`config.mk`:
```
export PLATFORM = sky130hd
export DESIGN_NAME = fft_frame_feeder_flat
export DESIGN_NICKNAME = d
export VERILOG_FILES = /design/src/rtl/fft_frame_feeder_pkg.sv /design/src/rtl/fft_frame_feeder_if.sv /design/src/rtl/fft_feeder_fifo.sv /design/src/rtl/fft_frame_feeder.sv /design/src/flat_wrapper.sv
export SDC_FILE = /design/constraint.sdc
export NUM_CORES = 1
export LEC_CHECK = 0
export ABC_AREA = 1
export CAP_MARGIN = 20
export CORE_MARGIN = 4
export CORE_UTILIZATION = 45
export CTS_CLUSTER_SIZE = 40
export DETAILED_ROUTE_END_ITERATION = 6
export PLACE_DENSITY = 0.73
export SLEW_MARGIN = 20
export SYNTH_ARGS = -nofsm -noshare
export SYNTH_HDL_FRONTEND = slang
export SYNTH_SLANG_ARGS = --single-unit
```
`constraint.sdc`:
```
create_clock -name clk -period 4.2 [get_ports clk]
set_clock_uncertainty 0.1 [all_clocks]
set_input_delay 0.63 -clock clk [delete_from_list [all_inputs] [get_ports clk]]
set_output_delay 0.63 -clock clk [all_outputs]
set_load 0.01 [all_outputs]
```
`src/rtl/fft_frame_feeder_pkg.sv`:
```
// Shared types, limits and the point-count legality check for the FFT frame feeder.
package fft_feeder_pkg;

  typedef enum logic [1:0] {
    ST_IDLE  = 2'd0,
    ST_RUN   = 2'd1,
    ST_DRAIN = 2'd2
  } state_t;

  localparam int unsigned PTS_MIN = 8;
  localparam int unsigned PTS_MAX = 1024;

  // Legal FFT lengths are powers of two inside [PTS_MIN, PTS_MAX].
  function automatic logic is_legal_pts(input logic [31:0] pts);
    logic pow2;
    pow2 = (pts != 32'd0) && ((pts & (pts - 32'd1)) == 32'd0);
    return pow2 && (pts >= PTS_MIN) && (pts <= PTS_MAX);
  endfunction

endpackage

```
`src/rtl/fft_frame_feeder_if.sv`:
```
// Streaming sink bus toward fft_gp.
// Handshake: a beat transfers on a rising clock edge where sink_valid and
// sink_ready are both high; while sink_valid is high and sink_ready is low the
// master holds data, sop and eop stable; sink_ready has zero ready latency.
interface fft_frame_feeder_if #(
  parameter int DW = 18
);
  logic          sink_valid;
  logic          sink_ready;
  logic          sink_sop;
  logic          sink_eop;
  logic [DW-1:0] sink_real;
  logic [DW-1:0] sink_imag;
  logic [1:0]    sink_error;

  modport master (
    output sink_valid, sink_sop, sink_eop, sink_real, sink_imag, sink_error,
    input  sink_ready
  );

  modport slave (
    input  sink_valid, sink_sop, sink_eop, sink_real, sink_imag, sink_error,
    output sink_ready
  );
endinterface

```
`src/rtl/fft_feeder_fifo.sv`:
```
// First-word-fall-through sample FIFO; full/empty come straight from a
// registered occupancy count, so both flags reflect the state before this
// cycle's push/pop.
module fft_feeder_fifo #(
  parameter int WIDTH = 36,
  parameter int DEPTH = 16
) (
  input  logic             clk,
  input  logic             rst_n,
  input  logic             push,
  input  logic [WIDTH-1:0] wr_data,
  input  logic             pop,
  output logic [WIDTH-1:0] rd_data,
  output logic             full,
  output logic             empty
);
  localparam int AW = $clog2(DEPTH);

  logic [AW-1:0]    wr_ptr_q, wr_ptr_d;
  logic [AW-1:0]    rd_ptr_q, rd_ptr_d;
  logic [AW:0]      count_q, count_d;
  logic [WIDTH-1:0] mem_q [DEPTH];
  logic             do_push, do_pop;

  assign full    = (count_q == (AW+1)'(DEPTH));
  assign empty   = (count_q == '0);
  assign do_push = push && !full;
  assign do_pop  = pop && !empty;
  assign rd_data = mem_q[rd_ptr_q];

  // Pointer and occupancy update; pointers wrap naturally at the power-of-two depth.
  always_comb begin
    wr_ptr_d = wr_ptr_q;
    rd_ptr_d = rd_ptr_q;
    count_d  = count_q;
    if (do_push) wr_ptr_d = wr_ptr_q + AW'(1);
    if (do_pop)  rd_ptr_d = rd_ptr_q + AW'(1);
    case ({do_push, do_pop})
      2'b10:   count_d = count_q + (AW+1)'(1);
      2'b01:   count_d = count_q - (AW+1)'(1);
      default: count_d = count_q;
    endcase
  end

  // Pointer/count registers; reset discards any buffered samples.
  always_ff @(posedge clk or negedge rst_n) begin
    if (!rst_n) begin
      wr_ptr_q <= '0;
      rd_ptr_q <= '0;
      count_q  <= '0;
    end else begin
      wr_ptr_q <= wr_ptr_d;
      rd_ptr_q <= rd_ptr_d;
      count_q  <= count_d;
    end
  end

  // Storage array; contents are don't-care until written, the reader masks them.
  always_ff @(posedge clk) begin
    if (do_push) mem_q[wr_ptr_q] <= wr_data;
  end

endmodule

```
`src/rtl/fft_frame_feeder.sv`:
```
// Frames the free-running ADC sample stream into fixed-length packets for
// fft_gp: buffers in a small FIFO, marks sop/eop, runs a configured number of
// frames per start and reports done, overflow and configuration errors.
module fft_frame_feeder
  import fft_feeder_pkg::*;
#(
  parameter int FIFO_DEPTH = 16,
  parameter int DW         = 18,
  parameter int PW         = 11
) (
  input  logic                clk,
  input  logic                reset_n,
  input  logic                start,
  input  logic [PW-1:0]       cfg_pts,
  input  logic [15:0]         cfg_frames,
  input  logic                adc_valid,
  input  logic [DW-1:0]       adc_real,
  input  logic [DW-1:0]       adc_imag,
  fft_frame_feeder_if.master  sink,
  output logic [PW-1:0]       fftpts_in,
  output logic                inverse,
  output logic                busy,
  output logic                done,
  output logic                overflow,
  output logic                cfg_err,
  output state_t              dbg_state
);

  state_t        state_q, state_d;
  logic [PW-1:0] pts_q, pts_d;
  logic [15:0]   frames_q, frames_d;
  logic [PW-1:0] in_idx_q, in_idx_d;
  logic [15:0]   in_frm_q, in_frm_d;
  logic [PW-1:0] out_idx_q, out_idx_d;
  logic [15:0]   out_frm_q, out_frm_d;
  logic          done_q, done_d;
  logic          overflow_q, overflow_d;
  logic          cfg_err_q, cfg_err_d;

  logic [2*DW-1:0] fifo_rd;
  logic            fifo_full, fifo_empty;
  logic            push, hs;
  logic [PW-1:0]   pts_m1;
  logic [15:0]     frames_m1;
  logic            out_last_idx;
  logic            cfg_legal;

  assign pts_m1       = pts_q - PW'(1);
  assign frames_m1    = frames_q - 16'd1;
  assign out_last_idx = (out_idx_q == pts_m1);
  assign cfg_legal    = is_legal_pts(32'(cfg_pts)) && (cfg_frames != 16'd0);

  // Samples enter only while RUN; the full flag is pre-pop, so a pop in the
  // same cycle does not make room for an incoming sample.
  assign push = (state_q == ST_RUN) && adc_valid && !fifo_full;
  assign hs   = !fifo_empty && sink.sink_ready;

  fft_feeder_fifo #(
    .WIDTH (2*DW),
    .DEPTH (FIFO_DEPTH)
  ) u_fifo (
    .clk     (clk),
    .rst_n   (reset_n),
    .push    (push),
    .wr_data ({adc_real, adc_imag}),
    .pop     (hs),
    .rd_data (fifo_rd),
    .full    (fifo_full),
    .empty   (fifo_empty)
  );

  // Next-state logic: command decode, input/output counters and sticky flags.
  always_comb begin
    state_d    = state_q;
    pts_d      = pts_q;
    frames_d   = frames_q;
    in_idx_d   = in_idx_q;
    in_frm_d   = in_frm_q;
    out_idx_d  = out_idx_q;
    out_frm_d  = out_frm_q;
    done_d     = 1'b0;
    overflow_d = overflow_q;
    cfg_err_d  = cfg_err_q;

    case (state_q)
      ST_IDLE: begin
        if (start) begin
          if (cfg_legal) begin
            pts_d      = cfg_pts;
            frames_d   = cfg_frames;
            in_idx_d   = '0;
            in_frm_d   = '0;
            out_idx_d  = '0;
            out_frm_d  = '0;
            overflow_d = 1'b0;
            cfg_err_d  = 1'b0;
            state_d    = ST_RUN;
          end else begin
            cfg_err_d = 1'b1;
          end
        end
      end
      ST_RUN: begin
        // Dropped samples do not advance the counters, keeping frames whole.
        if (adc_valid && fifo_full) overflow_d = 1'b1;
        if (push) begin
          if (in_idx_q == pts_m1) begin
            in_idx_d = '0;
            in_frm_d = in_frm_q + 16'd1;
            if (in_frm_q == frames_m1) state_d = ST_DRAIN;
          end else begin
            in_idx_d = in_idx_q + PW'(1);
          end
        end
      end
      ST_DRAIN: begin
        // Input side is closed; only the output side below makes progress.
      end
      default: state_d = ST_IDLE;
    endcase

    if (hs && (state_q != ST_IDLE)) begin
      if (out_last_idx) begin
        out_idx_d = '0;
        out_frm_d = out_frm_q + 16'd1;
        if ((state_q == ST_DRAIN) && (out_frm_q == frames_m1)) begin
          state_d = ST_IDLE;
          done_d  = 1'b1;
        end
      end else begin
        out_idx_d = out_idx_q + PW'(1);
      end
    end
  end

  // State, configuration, counters and flags.
  always_ff @(posedge clk or negedge reset_n) begin
    if (!reset_n) begin
      state_q    <= ST_IDLE;
      pts_q      <= '0;
      frames_q   <= '0;
      in_idx_q   <= '0;
      in_frm_q   <= '0;
      out_idx_q  <= '0;
      out_frm_q  <= '0;
      done_q     <= 1'b0;
      overflow_q <= 1'b0;
      cfg_err_q  <= 1'b0;
    end else begin
      state_q    <= state_d;
      pts_q      <= pts_d;
      frames_q   <= frames_d;
      in_idx_q   <= in_idx_d;
      in_frm_q   <= in_frm_d;
      out_idx_q  <= out_idx_d;
      out_frm_q  <= out_frm_d;
      done_q     <= done_d;
      overflow_q <= overflow_d;
      cfg_err_q  <= cfg_err_d;
    end
  end

  // Sink outputs; data is forced to zero while nothing is buffered so the
  // bus never shows stale or uninitialised FIFO contents.
  always_comb begin
    sink.sink_valid = !fifo_empty;
    sink.sink_sop   = !fifo_empty && (out_idx_q == '0);
    sink.sink_eop   = !fifo_empty && out_last_idx;
    sink.sink_real  = fifo_empty ? '0 : fifo_rd[2*DW-1:DW];
    sink.sink_imag  = fifo_empty ? '0 : fifo_rd[DW-1:0];
    sink.sink_error = 2'b00;
  end

  assign fftpts_in = pts_q;
  assign inverse   = 1'b0;
  assign busy      = (state_q == ST_RUN) || (state_q == ST_DRAIN);
  assign done      = done_q;
  assign overflow  = overflow_q;
  assign cfg_err   = cfg_err_q;
  assign dbg_state = state_q;

endmodule

```
`src/flat_wrapper.sv`:
```
// flat-port wrapper written by rule: the top's interface ports become plain ports
module fft_frame_feeder_flat import fft_feeder_pkg::*;
#(
  parameter int FIFO_DEPTH = 16,
  parameter int DW         = 18,
  parameter int PW         = 11
)
  (clk, reset_n, start, cfg_pts, cfg_frames, adc_valid, adc_real, adc_imag, fftpts_in, inverse, busy, done, overflow, cfg_err, dbg_state, sink_sink_valid, sink_sink_sop, sink_sink_eop, sink_sink_real, sink_sink_imag, sink_sink_error, sink_sink_ready);
  fft_frame_feeder_if #(.DW(DW)) sink_i ();
  input  logic clk;
  input  logic reset_n;
  input  logic start;
  input  logic [PW-1:0] cfg_pts;
  input  logic [15:0] cfg_frames;
  input  logic adc_valid;
  input  logic [DW-1:0] adc_real;
  input  logic [DW-1:0] adc_imag;
  output logic [PW-1:0] fftpts_in;
  output logic inverse;
  output logic busy;
  output logic done;
  output logic overflow;
  output logic cfg_err;
  output state_t dbg_state;
  output wire logic [$bits(sink_i.sink_valid)-1:0] sink_sink_valid;
  output wire logic [$bits(sink_i.sink_sop)-1:0] sink_sink_sop;
  output wire logic [$bits(sink_i.sink_eop)-1:0] sink_sink_eop;
  output wire logic [$bits(sink_i.sink_real)-1:0] sink_sink_real;
  output wire logic [$bits(sink_i.sink_imag)-1:0] sink_sink_imag;
  output wire logic [$bits(sink_i.sink_error)-1:0] sink_sink_error;
  input wire logic [$bits(sink_i.sink_ready)-1:0] sink_sink_ready;
  assign sink_sink_valid = sink_i.sink_valid;
  assign sink_sink_sop = sink_i.sink_sop;
  assign sink_sink_eop = sink_i.sink_eop;
  assign sink_sink_real = sink_i.sink_real;
  assign sink_sink_imag = sink_i.sink_imag;
  assign sink_sink_error = sink_i.sink_error;
  assign sink_i.sink_ready = sink_sink_ready;
  fft_frame_feeder #(.FIFO_DEPTH(FIFO_DEPTH), .DW(DW), .PW(PW)) u_core (.clk(clk), .reset_n(reset_n), .start(start), .cfg_pts(cfg_pts), .cfg_frames(cfg_frames), .adc_valid(adc_valid), .adc_real(adc_real), .adc_imag(adc_imag), .sink(sink_i), .fftpts_in(fftpts_in), .inverse(inverse), .busy(busy), .done(done), .overflow(overflow), .cfg_err(cfg_err), .dbg_state(dbg_state));
endmodule
```
==> run metrics <==
CP Class register to output port; Clk Tree Root Cell clkbuf_16; CP bufs+invs 3; initial antenna violation count 3; Post-CTS Setup Inserts 0; cells after synthesis 2677; share of total power in the clock network 31.7%; Top Ports 127; most common cell after layout, fill and taps aside edfxtp_1; All-Layer GR Usage 22.32%; fraction of synthesis flops using an asynchronous set or reset pin 14.67%; PD cells 631.6 mW/mm^2; worst r2r dst u_core.u_fifo.mem_q[13][19]; part of the power in combinational logic 33.0%; Cell Chain, Critical Path nor2_1 -> nand3_1 -> inv_2 -> buf_4 -> a21oi_1 -> clkdlybuf4s50_1; # H-tree levels 3; share of cells above drive strength 1 8.632%; Flop pwr share 35.3%; EDFF count, synth 576; Slew @ Worst Pin 0.8634 ns; Area Overhead vs Synth 17.76%; largest net degree at the start of global routing 147; sequential-to-total area share from yosys stat 66.96%; final core utilization 53.75%; Port Buf Inserts 123; CP top delay family buffers and inverters; Critical-path top delay cell inv_2; count of final hold-check violations 0; relative slew slack 42.35%; Mean Syn Cell Area 11.03 um^2; Final Max Tran Viols 0; dominant synthesized flop cell edfxtp_1; DR iter-0 viols 2658; P_sw 0.007666 W; Die Wd 264.2 um; Tmin final 3.992 ns; total grt overflow 0; Core Area 0.06470 mm^2; Placer Congestion 0.9015; TritonRoute pass-1 iters 5; DRC 0; final period utilization 95.05%; Layout Nets 2879; endpoints failing setup 0; critical path arrival 3.26 ns; final wirelength 80050 um; DP HPWL 47130 um; distinct cell type count after synthesis 48; die area 0.06978 mm^2; Peak VDD IR 0.0005718 V; cell count of the worst hold path 1; Reg2Reg Depth 9; DR WL/cell 21.59 um; Rows 93; CP Capture Type output port; CTS Buf Count 74; clk slew on worst S/H paths 0.06 ns; Crit path required time 3.47 ns; largest fanout on the critical path 27; min-delay worst type register to register; Vias 21810; clock buffer depth 3; commonest cells after routing, fill and taps aside edfxtp_1 (576), nor2_1 (437), o21ai_0 (361), nand2_1 (306), nand3_1 (182); Ys Warns 0; Power Internal 0.01430 W; R2R Setup Slk 1.15 ns; outcome complete, no violations; number of max-cap violations 0; clock sink total 675; ranking of synthesized cells by area edfxtp_1 (59%), dfrtp_1 (8.4%), o21ai_0 (6.1%), nor2_1 (5.8%), nand2_1 (3.9%); Worst-Skew Late Latency 0.63 ns; leakage 12.40 nW; max incr delay on CP 0.79 ns; Hold Startpoint u_core.u_fifo.count_q[4]; Worst R2R Start u_core.dbg_state[1]; CTS tree yes; RSZ-0062 raised after global routing true; register bit count reported by yosys 675; number of fill cells 5417; Antenna Nets Post-Route 0; share of Yosys cell area claimed by the top area cell type 58.57%; Die Y 264.2 um; Vias/cell 5.882; area leader, netlist edfxtp_1; vias in the first global route 21610; critical path launch point type register; power consumption 0.02196 W; Hold EP u_core.u_fifo.count_q[4]; first-pass GRT wire length 123400 um; sw frac 34.91%; Highest Clock Rate 250.5 MHz; Post-Synthesis Cell Area 0.02953 mm^2; initial core utilization 45.64%
-- state kept, by name, summed over array words and instances, names as in the netlist --
register	count
u_core.out_frm_q	16
u_core.fftpts_in	11
u_core.in_idx_q	11
u_core.dbg_state	2
u_core.cfg_err	1
u_core.overflow	1
u_core.out_idx_q	11
u_core.u_fifo.count_q	5
u_core.in_frm_q	16
u_core.frames_q	16
u_core.done	1
u_core.u_fifo.wr_ptr_q	4
u_core.u_fifo.rd_ptr_q	4
u_core.u_fifo.mem_q	576
-- synth_stat cells (4+ instances only) --
library cell	n
xor2_1	35
buf_1	8
buf_6	4
nor2_1	454
buf_2	5
or2_2	5
nand3_1	182
o221ai_1	108
nor4_1	7
nand4_1	24
clkbuf_1	120
o22ai_1	44
xnor2_1	5
ha_1	20
inv_2	6
edfxtp_1	576
nor3_1	22
nor2_2	6
dfrtp_1	99
nand2_2	13
o21ai_2	17
nand3b_1	5
o211ai_1	4
nand2_1	306
o21ai_0	361
a21oi_1	57
inv_1	156
-- timing repair --
action                                  in CTS  in global routing
gates resized for setup                      0                  7
hold buffers                                 1                  0
endpoints found under the setup margin       0                 16
endpoints found under the hold margin       32                  0
-- worst max path at each step --
stage               slack, ns                          to  depth (start not counted)                      from
finish                   0.21          sink_sink_imag[10]                          6  u_core.u_fifo.count_q[0]
global route            -0.08               sink_sink_eop                         15       u_core.fftpts_in[0]
CTS                      0.05               sink_sink_eop                         15       u_core.fftpts_in[0]
detailed placement       0.72  u_core.u_fifo.mem_q[3][26]                          8                 adc_valid
global placement         0.76               sink_sink_eop                         15       u_core.fftpts_in[0]
floorplan                0.89  u_core.u_fifo.mem_q[11][0]                          8       u_core.dbg_state[1]
-- worst register-to-register path, cell delays in order, from the launching register on --
cell and delay [ns]:
dfrtp_1 0.43, inv_1 0.13, ha_1 0.18, nand2_1 0.06, inv_1 0.08, nand2_1 0.21, inv_1 0.28, nand2_1 0.29
nor2_4 0.66, buf_12 0.30
-- kinds of logic after synthesis --
family / synth area share, %
buffers and inverters: 4.012
other: 0.01270
flip-flops: 66.96
adder cells (fa/ha/maj): 0.9152
XOR/XNOR: 1.241
AO/OA/AOI/OAI: 11.99
multiplexers: 0.03813
AND/OR/NAND/NOR: 14.83
-- routing by layer --
metal / routed length (um) / vias to the layer above / global-route usage (%)
li1: - / 9837 / -
met1: 32440 / 10750 / 30.28
met2: 38530 / 1056 / 36.47
met3: 6370 / 169 / 3.651
met4: 2703 / 2 / 8.452
met5: 13 / - / 0
-- power groups by stage --
stage          Combinational, W  Sequential (W)  Clock, W
4_1_cts                 0.00715         0.00774   0.00706
3_5_place_dp            0.00707         0.00787         0
5_1_grt                 0.00791         0.00777   0.00736
3_3_place_gp            0.00690         0.00786         0
2_1_floorplan           0.00431         0.00776         0
6_report                0.00726         0.00775   0.00696
-- final cells by class --
| type | instances | area [um^2] | share of cell area, % |
|---|---|---|---|
| Sequential cell | 675 | 19780 | 56.89 |
| Multi-Input combinational cell | 1701 | 8703 | 25.03 |
| Clock buffer | 87 | 1942 | 5.584 |
| Timing Repair Buffer | 175 | 1937 | 5.570 |
| Tap cell | 855 | 1070 | 3.076 |
| Clock inverter | 49 | 710.7 | 2.044 |
| Inverter | 163 | 620.6 | 1.785 |
| Antenna cell | 3 | 7.507 | 0.02159 |
-- stage by stage --
stage / cells / TNS [ns] / setup slack, ns / area (um^2) / hold slack, ns
after global placement: 3567 / 0 / 0.7592 / 32050 / 0.3789
after CTS: 3704 / 0 / 0.04590 / 34710 / 0.3948
after floorplan: 2679 / 0 / 0.8883 / 29540 / 0.2344
after global routing: 3707 / -0.08367 / -0.08367 / 34770 / 0.4208
final: 3708 / 0 / 0.2077 / 34770 / 0.3890
after detailed placement: 3567 / 0 / 0.7157 / 32050 / 0.3851
No activity file was read; power rests on OpenSTA's default activity.
